File: src/rtl/spi_pkg.sv
// Shared definitions for the SPI master: FSM encoding and default sizing.
package spi_pkg;

    localparam int CLK_DIV_DEF = 8;
    localparam int DATA_W_DEF  = 8;

    typedef enum logic [2:0] {
        IDLE,
        SETUP,
        SHIFT,
        WAIT_NEXT,
        HOLD,
        GAP
    } spi_state_e;

endpackage

File: src/rtl/spi_clk_div.sv
// Half-period tick generator for the SPI master.
module spi_clk_div
    import spi_pkg::*;
#(
    parameter int CLK_DIV = CLK_DIV_DEF
) (
    input  logic clk,
    input  logic rst,
    input  logic en,
    input  logic restart,
    output logic tick
);

    localparam int CW = $clog2(CLK_DIV + 1);

    logic [CW-1:0] cnt;

    assign tick = en && (cnt == CW'(CLK_DIV - 1));

    // Reloads on every tick, so it never runs past CLK_DIV-1.
    always_ff @(posedge clk) begin
        if (rst || restart) begin
            cnt <= '0;
        end else if (tick) begin
            cnt <= '0;
        end else if (en) begin
            cnt <= cnt + CW'(1);
        end
    end

endmodule

File: src/rtl/spi_master.sv
// Mode-0 SPI master with multi-word frames, slave-select hold and gap.
module spi_master
    import spi_pkg::*;
#(
    parameter int CLK_DIV = CLK_DIV_DEF,
    parameter int DATA_W  = DATA_W_DEF
) (
    input  logic              SysClk,
    input  logic              Reset,
    input  logic              tx_valid,
    input  logic [DATA_W-1:0] tx_data,
    input  logic              tx_last,
    output logic              tx_ready,
    output logic              rx_valid,
    output logic [DATA_W-1:0] rx_data,
    output logic              busy,
    output logic              SPI_CLK,
    output logic              SPI_MOSI,
    input  logic              SPI_MISO,
    output logic              SPI_SS
);

    localparam int BW = $clog2(DATA_W + 1);

    spi_state_e        state;
    logic [DATA_W-1:0] tx_sr;
    logic [DATA_W-1:0] rx_sr;
    logic [BW-1:0]     bit_cnt;
    logic              last_q;
    logic              tick;
    logic              accept;
    logic              div_en;

    assign accept   = tx_valid && tx_ready;
    assign busy     = (state != IDLE);
    assign div_en   = state inside {SETUP, SHIFT, HOLD, GAP};
    assign SPI_MOSI = tx_sr[DATA_W-1];

    spi_clk_div #(
        .CLK_DIV (CLK_DIV)
    ) u_clk_div (
        .clk     (SysClk),
        .rst     (Reset),
        .en      (div_en),
        .restart (accept),
        .tick    (tick)
    );

    always_ff @(posedge SysClk) begin
        if (Reset) begin
            state    <= IDLE;
            SPI_SS   <= 1'b1;
            SPI_CLK  <= 1'b0;
            tx_ready <= 1'b0;
            rx_valid <= 1'b0;
            rx_data  <= '0;
            tx_sr    <= '0;
            rx_sr    <= '0;
            bit_cnt  <= '0;
            last_q   <= 1'b0;
        end else begin
            rx_valid <= 1'b0;
            unique case (state)
                IDLE, WAIT_NEXT: begin
                    tx_ready <= 1'b1;
                    if (accept) begin
                        state    <= SETUP;
                        tx_ready <= 1'b0;
                        SPI_SS   <= 1'b0;
                        tx_sr    <= tx_data;
                        last_q   <= tx_last;
                        bit_cnt  <= '0;
                    end
                end
                SETUP: begin
                    if (tick) begin
                        state   <= SHIFT;
                        SPI_CLK <= 1'b1;
                        rx_sr   <= {rx_sr[DATA_W-2:0], SPI_MISO};
                        bit_cnt <= bit_cnt + BW'(1);
                    end
                end
                SHIFT: begin
                    if (tick) begin
                        if (SPI_CLK) begin
                            SPI_CLK <= 1'b0;
                            // MOSI stays on the final bit after the last fall.
                            if (bit_cnt != BW'(DATA_W)) begin
                                tx_sr <= {tx_sr[DATA_W-2:0], 1'b0};
                            end
                        end else if (bit_cnt == BW'(DATA_W)) begin
                            rx_data  <= rx_sr;
                            rx_valid <= 1'b1;
                            tx_ready <= !last_q;
                            state    <= last_q ? HOLD : WAIT_NEXT;
                        end else begin
                            SPI_CLK <= 1'b1;
                            rx_sr   <= {rx_sr[DATA_W-2:0], SPI_MISO};
                            bit_cnt <= bit_cnt + BW'(1);
                        end
                    end
                end
                HOLD: begin
                    if (tick) begin
                        state  <= GAP;
                        SPI_SS <= 1'b1;
                    end
                end
                GAP: begin
                    if (tick) begin
                        state    <= IDLE;
                        tx_ready <= 1'b1;
                    end
                end
                default: begin
                    state <= IDLE;
                end
            endcase
        end
    end

endmodule

File: config.mk
export PLATFORM = sky130hd
export DESIGN_NAME = spi_master
export DESIGN_NICKNAME = d
export VERILOG_FILES = /design/src/rtl/spi_pkg.sv /design/src/rtl/spi_clk_div.sv /design/src/rtl/spi_master.sv
export SDC_FILE = /design/constraint.sdc
export NUM_CORES = 1
export LEC_CHECK = 0
export CAP_MARGIN = 25
export CORE_UTILIZATION = 45
export DETAILED_ROUTE_END_ITERATION = 6
export PLACE_DENSITY = 0.74
export SETUP_SLACK_MARGIN = 0.1
export SLEW_MARGIN = 20
export SYNTH_ARGS = -nofsm -noshare
export SYNTH_HDL_FRONTEND = slang
export SYNTH_HIERARCHICAL = 1
export SYNTH_SLANG_ARGS = --single-unit
File: constraint.sdc
create_clock -name SysClk -period 8.2 [get_ports SysClk]
set_input_delay 1.64 -clock SysClk [delete_from_list [all_inputs] [get_ports SysClk]]
set_output_delay 1.64 -clock SysClk [all_outputs]
set_load 0.005 [all_outputs]
Yosys cells after proc, flatten, opt, wreduce, memory -nomap -nowiden
Cells that the tools add are included.
Word-level totals
  register bits: 40
  bits in latches: 0
  memory bits (writable): 0
  memory bits (read-only): 0
  bits of input ports: 13
  output and inout bits: 14
  logic and storage cells: 96
  memories: 0
Operators by class
  $add $sub $neg: 2
  multipliers: 0
  divide/modulo/power cells: 0
  $lt $le $gt $ge: 0
  equal/unequal tests: 18
  shift operators: 0
  mux-type cells: 38
  bitwise operators: 3
  reduce and logical (&&, ||, !) cells: 24
Operators with widths (number)
  $mux 8: 8
  $pmux 8 s2: 2
  $mux 3: 8
  $mux 4: 5
  $pmux 3 s5: 1
  $reduce_and 5->1: 3
  $ne 2x2->1 const B: 7
  $pmux 4 s3: 1
  $mux 1: 10
  $reduce_bool 3->1: 3
  $add 4x1->4 const B: 2
  $reduce_and 7->1: 1
  $eq 3x2->1 const B: 2
  $eq 3x3->1 const B: 2
  $ne 2x1->1 const B: 3
  $reduce_and 3->1: 2
  $reduce_and 6->1: 1
  $reduce_bool 2->1: 3
  $eq 4x3->1 const B: 1
  $eq 4x4->1 const B: 1
  $ne 4x4->1 const B: 1
  $pmux 1 s2: 2
  $reduce_and 4->1: 1
  $reduce_bool 4->1: 1
  other kinds (10): 14

Logic depth before layout (Yosys ltp)
Gate-level depths: netlist of run 1.
  word-level depth: 5
  gate-level depth with buffers: 11
  gate-level depth less buffers: 7

Hierarchy
The synthesis of run 1 kept the hierarchy.
By module, submodules not included
  spi_master: instances 1, cells each 211, area each 1784.2 um^2, seq. area each 720.7 um^2
  spi_clk_div: instances 1, cells each 17, area each 180.2 um^2, seq. area each 80.1 um^2

Worst setup path after synthesis of run 1
OpenSTA, ideal clock, no wires.
  path kind: register to register
  start point: register state[0]
  end point: register tx_sr[6]
  library setup time: 0.070 ns
  arrival time: 2.607 ns
  data required time: 8.130 ns
  path slack: 5.523 ns
  cell stages (with the launch flop): 12
  path buffers: 4
  period minus slack after synthesis: 2.677 ns
  cells stage by stage: dfxtp_1 > clkbuf_1 > buf_2 > or3_1 > and2_1 > and4b_4 > clkbuf_1 > nand2_1 > o32a_4 > buf_6 > or3_1 > a21oi_1
On the way
  longest elaborated chain between the ends: 5
  elaborated cells on any way between the ends: 16
  those cells by class: eq/ne (9); mux (1); reduce/logical (6)
RTL lines
  start: declaration: line spi_master.sv:25  | spi_state_e state;
  start signal: assignment: line spi_master.sv:95  | state <= last_q ? HOLD : WAIT_NEXT;
  $eq 3x1->1, or another cell as far along: line spi_master.sv:36  | assign div_en = state inside {SETUP, SHIFT, HOLD, GAP};
  $reduce_bool 4->1 *: line spi_master.sv:36
  via div_en: line spi_master.sv:32  | logic div_en;
  $logic_and 1x1->1 *: line spi_clk_div.sv:18  | assign tick = en && (cnt == CW'(CLK_DIV - 1));
  via tick: line spi_master.sv:30  | logic tick;
  $ne 2x2->1 (no line) *
  $reduce_and 5->1 (no line) *
  end signal: assignment: line spi_master.sv:70  | tx_sr <= tx_data;
  end signal: assignment: line spi_master.sv:89  | tx_sr <= {tx_sr[DATA_W-2:0], 1'b0};
  end: declaration: line spi_master.sv:26  | logic [DATA_W-1:0] tx_sr;
Mark *: on every way through the listed nets, which the timed path passes. The rest lies on a longest branch.
A chain may end at the register's enable or synchronous reset.

Worst setup path after layout of run 1
  start point: register state[0]
  end point: output busy
On the way
  longest elaborated chain between the ends: 1
RTL lines
  $reduce_bool 3->1: line spi_master.sv:35  | assign busy = (state != IDLE);
  end: declaration: line spi_master.sv:16  | output logic busy,
No other way between the ends.

==> results.cfg, run 1 <==
[run_status]
status = completed

[placement]
dpl.cell_count = 289
place_area_um2 = 2220
hpwl_mm = 2.63
gp_congestion = 0.883
portBuffers = 26

[sta]
setup_violations = 0
finalMaxSlewViolations = 0
skew_ps = 5.93
hold_viol = 0
relSlewSlack_pct = 54.5
rsz0062_at_grt = false
fin_hold_ws_ps = 476
fin_setup_tns_ps = 0
worst_pin_slew_ps = 681
fmax_ghz = 0.299
finalCriticalPeriod_ps = 3350
min_period_over_period_pct = 40.8

[grt]
grt_use_total_pct = 19.0
antenna_found_initial = 0
overflow = 0
grt_pass1_vias = 1465
grt_max_degree = 42
grt_pass1_wl_mm = 6.62

[setup_path]
path_cells = or3_1, clkdlybuf4s50_1
end_kind = primary output
critPathRequiredTime_ps = 6560
startpoint_type = flip-flop
cp_max_fo = 20
cp_slowest_stage_delay_ps = 710
crit_type = reg -> out
arrival_ps = 1710
crit_path_top_delay_cell = dfxtp_1
crit_family = flip-flops
cp_num_buf_inv = 1

[final_layout]
antenna_cells = 0
stdcell_area_um2 = 2330
final_cells = 297
num-nets-final = 262
fillerInstances = 386
syn_to_final_growth_pct = 18.7
drive_above_1_share_pct = 5.67

[clock_tree]
htree_levels = 2
cts_tree = done
max-clock-path-buffers = 2
cts_buffers = 5
worst_skew_pair.late_latency_ps = 290
cts_resized = 0
cts.sinks = 40
cts_root_buf = clkbuf_8
path_clk_slew_ps = 70
post_cts_buffers = 0
ctsHoldBuffers = 0

[synthesis]
yosysMostFrequentCell = dfxtp_1
synth_nets = 244
synth_edf_count = 0
async_reset_ff_share_pct = 0
netlist_area_um2 = 1960
synth_top_area_share_pct = 40.8
syn_inst = 228
synthTopCellsByArea = dfxtp_1, mux2i_1, a21oi_1, o21ai_0, nor2_1
synth_commonest_cells = dfxtp_1, a21oi_1, nor2_1, o21ai_0, mux2i_1
ys_seq_area_share_pct = 40.8
ys_warn_count = 6
synth_top_area_cell = dfxtp_1
ys_ff_latch = 40
ys.flop_type = dfxtp_1
syn_area_per_cell_um2 = 8.62
synth.distinct_cells = 41

[floorplanning]
ios = 27
fp.dieW_um = 68.1
start_util_pct = 48.1
die_height_um = 68.1
dieArea_um2 = 4630
core_area_um2 = 4090
core.rowCount = 23

[route]
post_drt_via_cell_ratio = 5.64
drt_iter0_drc = 72
routed_wl_mm = 4.09
drc = 0
antenna_left = 0
vias = 1675
first_pass_iters = 4
routedWlPerCell_um = 13.8

[power_and_ir_drop]
cellLeakagePower_nw = 0.784
ir_worst_vdd_v = 0.000116
power_density_nw_per_um2 = 171

[run]
timing.max_cap.violations = 0

[min_path]
worstHoldPathType = reg -> reg
==> per-layer routing <==
| metal | global-route usage [%] | vias to the layer above | share of wire (%) |
|---|---|---|---|
| li1 | - | 847 | - |
| met1 | 25.4 | 783 | 48 |
| met2 | 30.0 | 40 | 46 |
| met3 | 4.00 | 5 | 4.8 |
| met4 | 6.51 | 0 | 1.1 |
| met5 | 0 | - | 0 |
==> sequential cells by signal (all words and copies together) (netlist names), 3 cells and up <==
name           cells
u_clk_div/cnt      4
rx_data            8
rx_sr              8
tx_sr              8
state              3
bit_cnt            4
==> layout by cell type, fill, tap and decap left out, types with 7 or more instances in the layout <==
master,instances
or3_1,8
nand2_1,10
nand2b_1,7
o21ai_0,19
mux2i_1,18
nand3_1,12
clkdlybuf4s50_1,26
dfxtp_1,40
a21oi_1,22
nor2_1,19
==> final cells by class <==
type | instances | area (µm²) | share of cell area, %
multi-input cells | 164 | 1050 | 45.1
flip-flops and latches | 40 | 801 | 34.3
repair buffers | 30 | 290 | 12.4
clock buffers | 6 | 72.6 | 3.11
well taps | 50 | 62.6 | 2.68
clock inverters | 2 | 35.0 | 1.50
inverters | 5 | 18.8 | 0.805
==> path summary, 6_finish.rpt <==
check | startpoint | end | slack (ps) | cells past startpoint
setup / recovery | state[0]$_SDFFE_PP0P_ | busy | 4850 | 2
hold / removal | bit_cnt[3]$_SDFFE_PP0P_ | bit_cnt[3]$_SDFFE_PP0P_ | 480 | 1
setup reg to reg | state[0]$_SDFFE_PP0P_ | rx_data[1]$_SDFFE_PP0P_ | 5340 | 7
hold reg to reg | bit_cnt[3]$_SDFFE_PP0P_ | bit_cnt[3]$_SDFFE_PP0P_ | 480 | 1
==> stage by stage <==
step / setup slack, ps / utilization (%) / power (mW)
after floorplan: 5520 / - / 0.232
after global placement: 5070 / 54.4 / 0.246
after detailed placement: 5020 / 54.4 / 0.246
after CTS: 4870 / 57.1 / 0.403
after global routing: 4770 / 57.1 / 0.417
final: 4850 / 57.1 / 0.398
==> power breakdown <==
group / switching, mW / total (mW) / internal, mW
clock: 0.0661 / 0.156 / 0.0903
sequential: 0.00521 / 0.204 / 0.199
combinational: 0.0181 / 0.0382 / 0.0201
total: 0.0894 / 0.398 / 0.309
==> cells by family after synthesis <==
family                   synth area share (%)
buffers and inverters                    5.67
flip-flops                               40.8
multiplexers                             9.17
adder cells (fa/ha/maj)                  1.91
AO/OA/AOI/OAI                            18.9
XOR/XNOR                                 2.23
AND/OR/NAND/NOR                          21.4
Note: power is estimated with default switching activity, not from simulation.
==> run 2: changes to the inputs <==
==> constraint.sdc (replaced) <==
create_clock -name SysClk -period 3.2 [get_ports SysClk]
set_input_delay 0.64 -clock SysClk [delete_from_list [all_inputs] [get_ports SysClk]]
set_output_delay 0.64 -clock SysClk [all_outputs]
set_load 0.005 [all_outputs]
==> run 2 against run 1 <==
Register-to-register slack worse by 4500 ps. Critical path depth up 5. Total power up 150%. Cell count rose by 1.3%. Clock power grew 130%. Combinational power increased to 2.8 times the previous value. Critical endpoint is now rx_data[2]$_SDFFE_PP0P_. Largest power group unchanged. Largest cell class unchanged. Critical path type is now reg -> reg. Global-route usage decreased by 0.068 points.
==> results.cfg, run 2 (same netlist as run 1, synthesis figures left out) <==
[setup_path]
critPathRequiredTime_ps = 3400
cp_num_buf_inv = 0
startpoint_type = flip-flop
cp_slowest_stage_delay_ps = 580
crit_family = simple AND/OR/NAND/NOR gates
crit_path_top_delay_cell = and3_1
path_cells = or3_1, and2_1, and4b_4, nor2b_1, and3_1, mux2i_1, nor2_1
end_kind = flip-flop
arrival_ps = 2600
cp_max_fo = 10
crit_type = reg -> reg

[sta]
relSlewSlack_pct = 55.4
fmax_ghz = 0.416
finalCriticalPeriod_ps = 2410
hold_viol = 0
rsz0062_at_grt = false
min_period_over_period_pct = 75.2
fin_setup_tns_ps = 0
finalMaxSlewViolations = 0
finalWorstSetupSlack_ps = 794
skew_ps = 8.97
setup_violations = 0
worst_pin_slew_ps = 668

[route]
first_pass_iters = 4
drt_iter0_drc = 88
routedWlPerCell_um = 13.5
antenna_left = 0
routed_wl_mm = 4.06
post_drt_via_cell_ratio = 5.71
drc = 0
vias = 1718

[grt]
grt_pass1_vias = 1490
grt_max_degree = 28
grt_pass1_wl_mm = 6.56
overflow = 0
grt_use_total_pct = 18.9
antenna_found_initial = 0

[clock_tree]
worst_skew_pair.late_latency_ps = 300
cts_resized = 0
cts_tree = done
htree_levels = 2
ctsHoldBuffers = 0
cts_root_buf = clkbuf_8
cts.sinks = 40
path_clk_slew_ps = 80
cts_buffers = 5
post_cts_buffers = 0
max-clock-path-buffers = 2

[final_layout]
drive_above_1_share_pct = 7.57
fin_util_pct = 57.6
antenna_cells = 0
num-nets-final = 266
syn_to_final_growth_pct = 19.7
final_cell_mix = dfxtp_1, clkdlybuf4s50_1, a21oi_1
fillerInstances = 373
final_cells = 301
final_common_cell = dfxtp_1
largestRegisters = rx_data: 8 flops, rx_sr: 8 flops, tx_sr: 8 flops
stdcell_area_um2 = 2350

[floorplanning]
core_area_um2 = 4090
core.rowCount = 23
die_height_um = 68.1
ios = 27
dieArea_um2 = 4630
fp.dieW_um = 68.1
start_util_pct = 48.1

[placement]
post-place-ws_ps = 836
gp_congestion = 0.837
place_area_um2 = 2250
dpl.cell_count = 293
hpwl_mm = 2.73
portBuffers = 26

[power_and_ir_drop]
cellLeakagePower_nw = 0.793
power_density_nw_per_um2 = 417
ir_worst_vdd_v = 0.000206

[run]
timing.max_cap.violations = 0

[run_status]
status = completed

[min_path]
worstHoldPathType = reg -> reg
==> run 2: cell type report <==
type / instances / area (µm²) / share of cell area [%]
Clock buffer: 6 / 82.6 / 3.51
Sequential cell: 40 / 801 / 34.0
Multi-Input combinational cell: 164 / 1050 / 44.7
Timing Repair Buffer: 34 / 320 / 13.6
Clock inverter: 2 / 15.0 / 0.638
Tap cell: 50 / 62.6 / 2.66
Inverter: 5 / 18.8 / 0.798
==> run 2: path summary, 6_finish.rpt <==
path / slack, ps / startpoint / depth (start not counted) / to
setup / recovery: 790 / state[2]$_SDFFE_PP0P_ / 7 / rx_data[2]$_SDFFE_PP0P_
hold / removal: 480 / tx_sr[1]$_SDFFE_PP0P_ / 2 / tx_sr[1]$_SDFFE_PP0P_
setup reg to reg: 790 / state[2]$_SDFFE_PP0P_ / 7 / rx_data[2]$_SDFFE_PP0P_
hold reg to reg: 480 / tx_sr[1]$_SDFFE_PP0P_ / 2 / tx_sr[1]$_SDFFE_PP0P_
==> run 2: where the power goes <==
group          internal [mW]  switching [mW]
Combinational         0.0538          0.0518
Clock                  0.174           0.183
Sequential             0.509         0.00820
Total                  0.737           0.243
==> run 2: stage by stage <==
stage               power, mW  hold WS [ps]
floorplan               0.594           441
global placement        0.634           459
detailed placement      0.634           465
CTS                     0.990           476
global route             1.02           498
finish                  0.980           475
==> run 2: per-layer routing <==
layer | up-vias | global-route usage [%] | share of wire [%]
met4 | 0 | 7.81 | 1.9
met3 | 10 | 5.83 | 5.4
met2 | 54 | 29.7 | 46
met5 | - | 0 | 0
li1 | 858 | - | -
met1 | 796 | 23.9 | 47
==> run 2: tightest hold or removal path, cell delays in order, from the launching register on <==
cell,delay [ps]
dfxtp_1,310
o21ai_0,60
a21oi_1,60
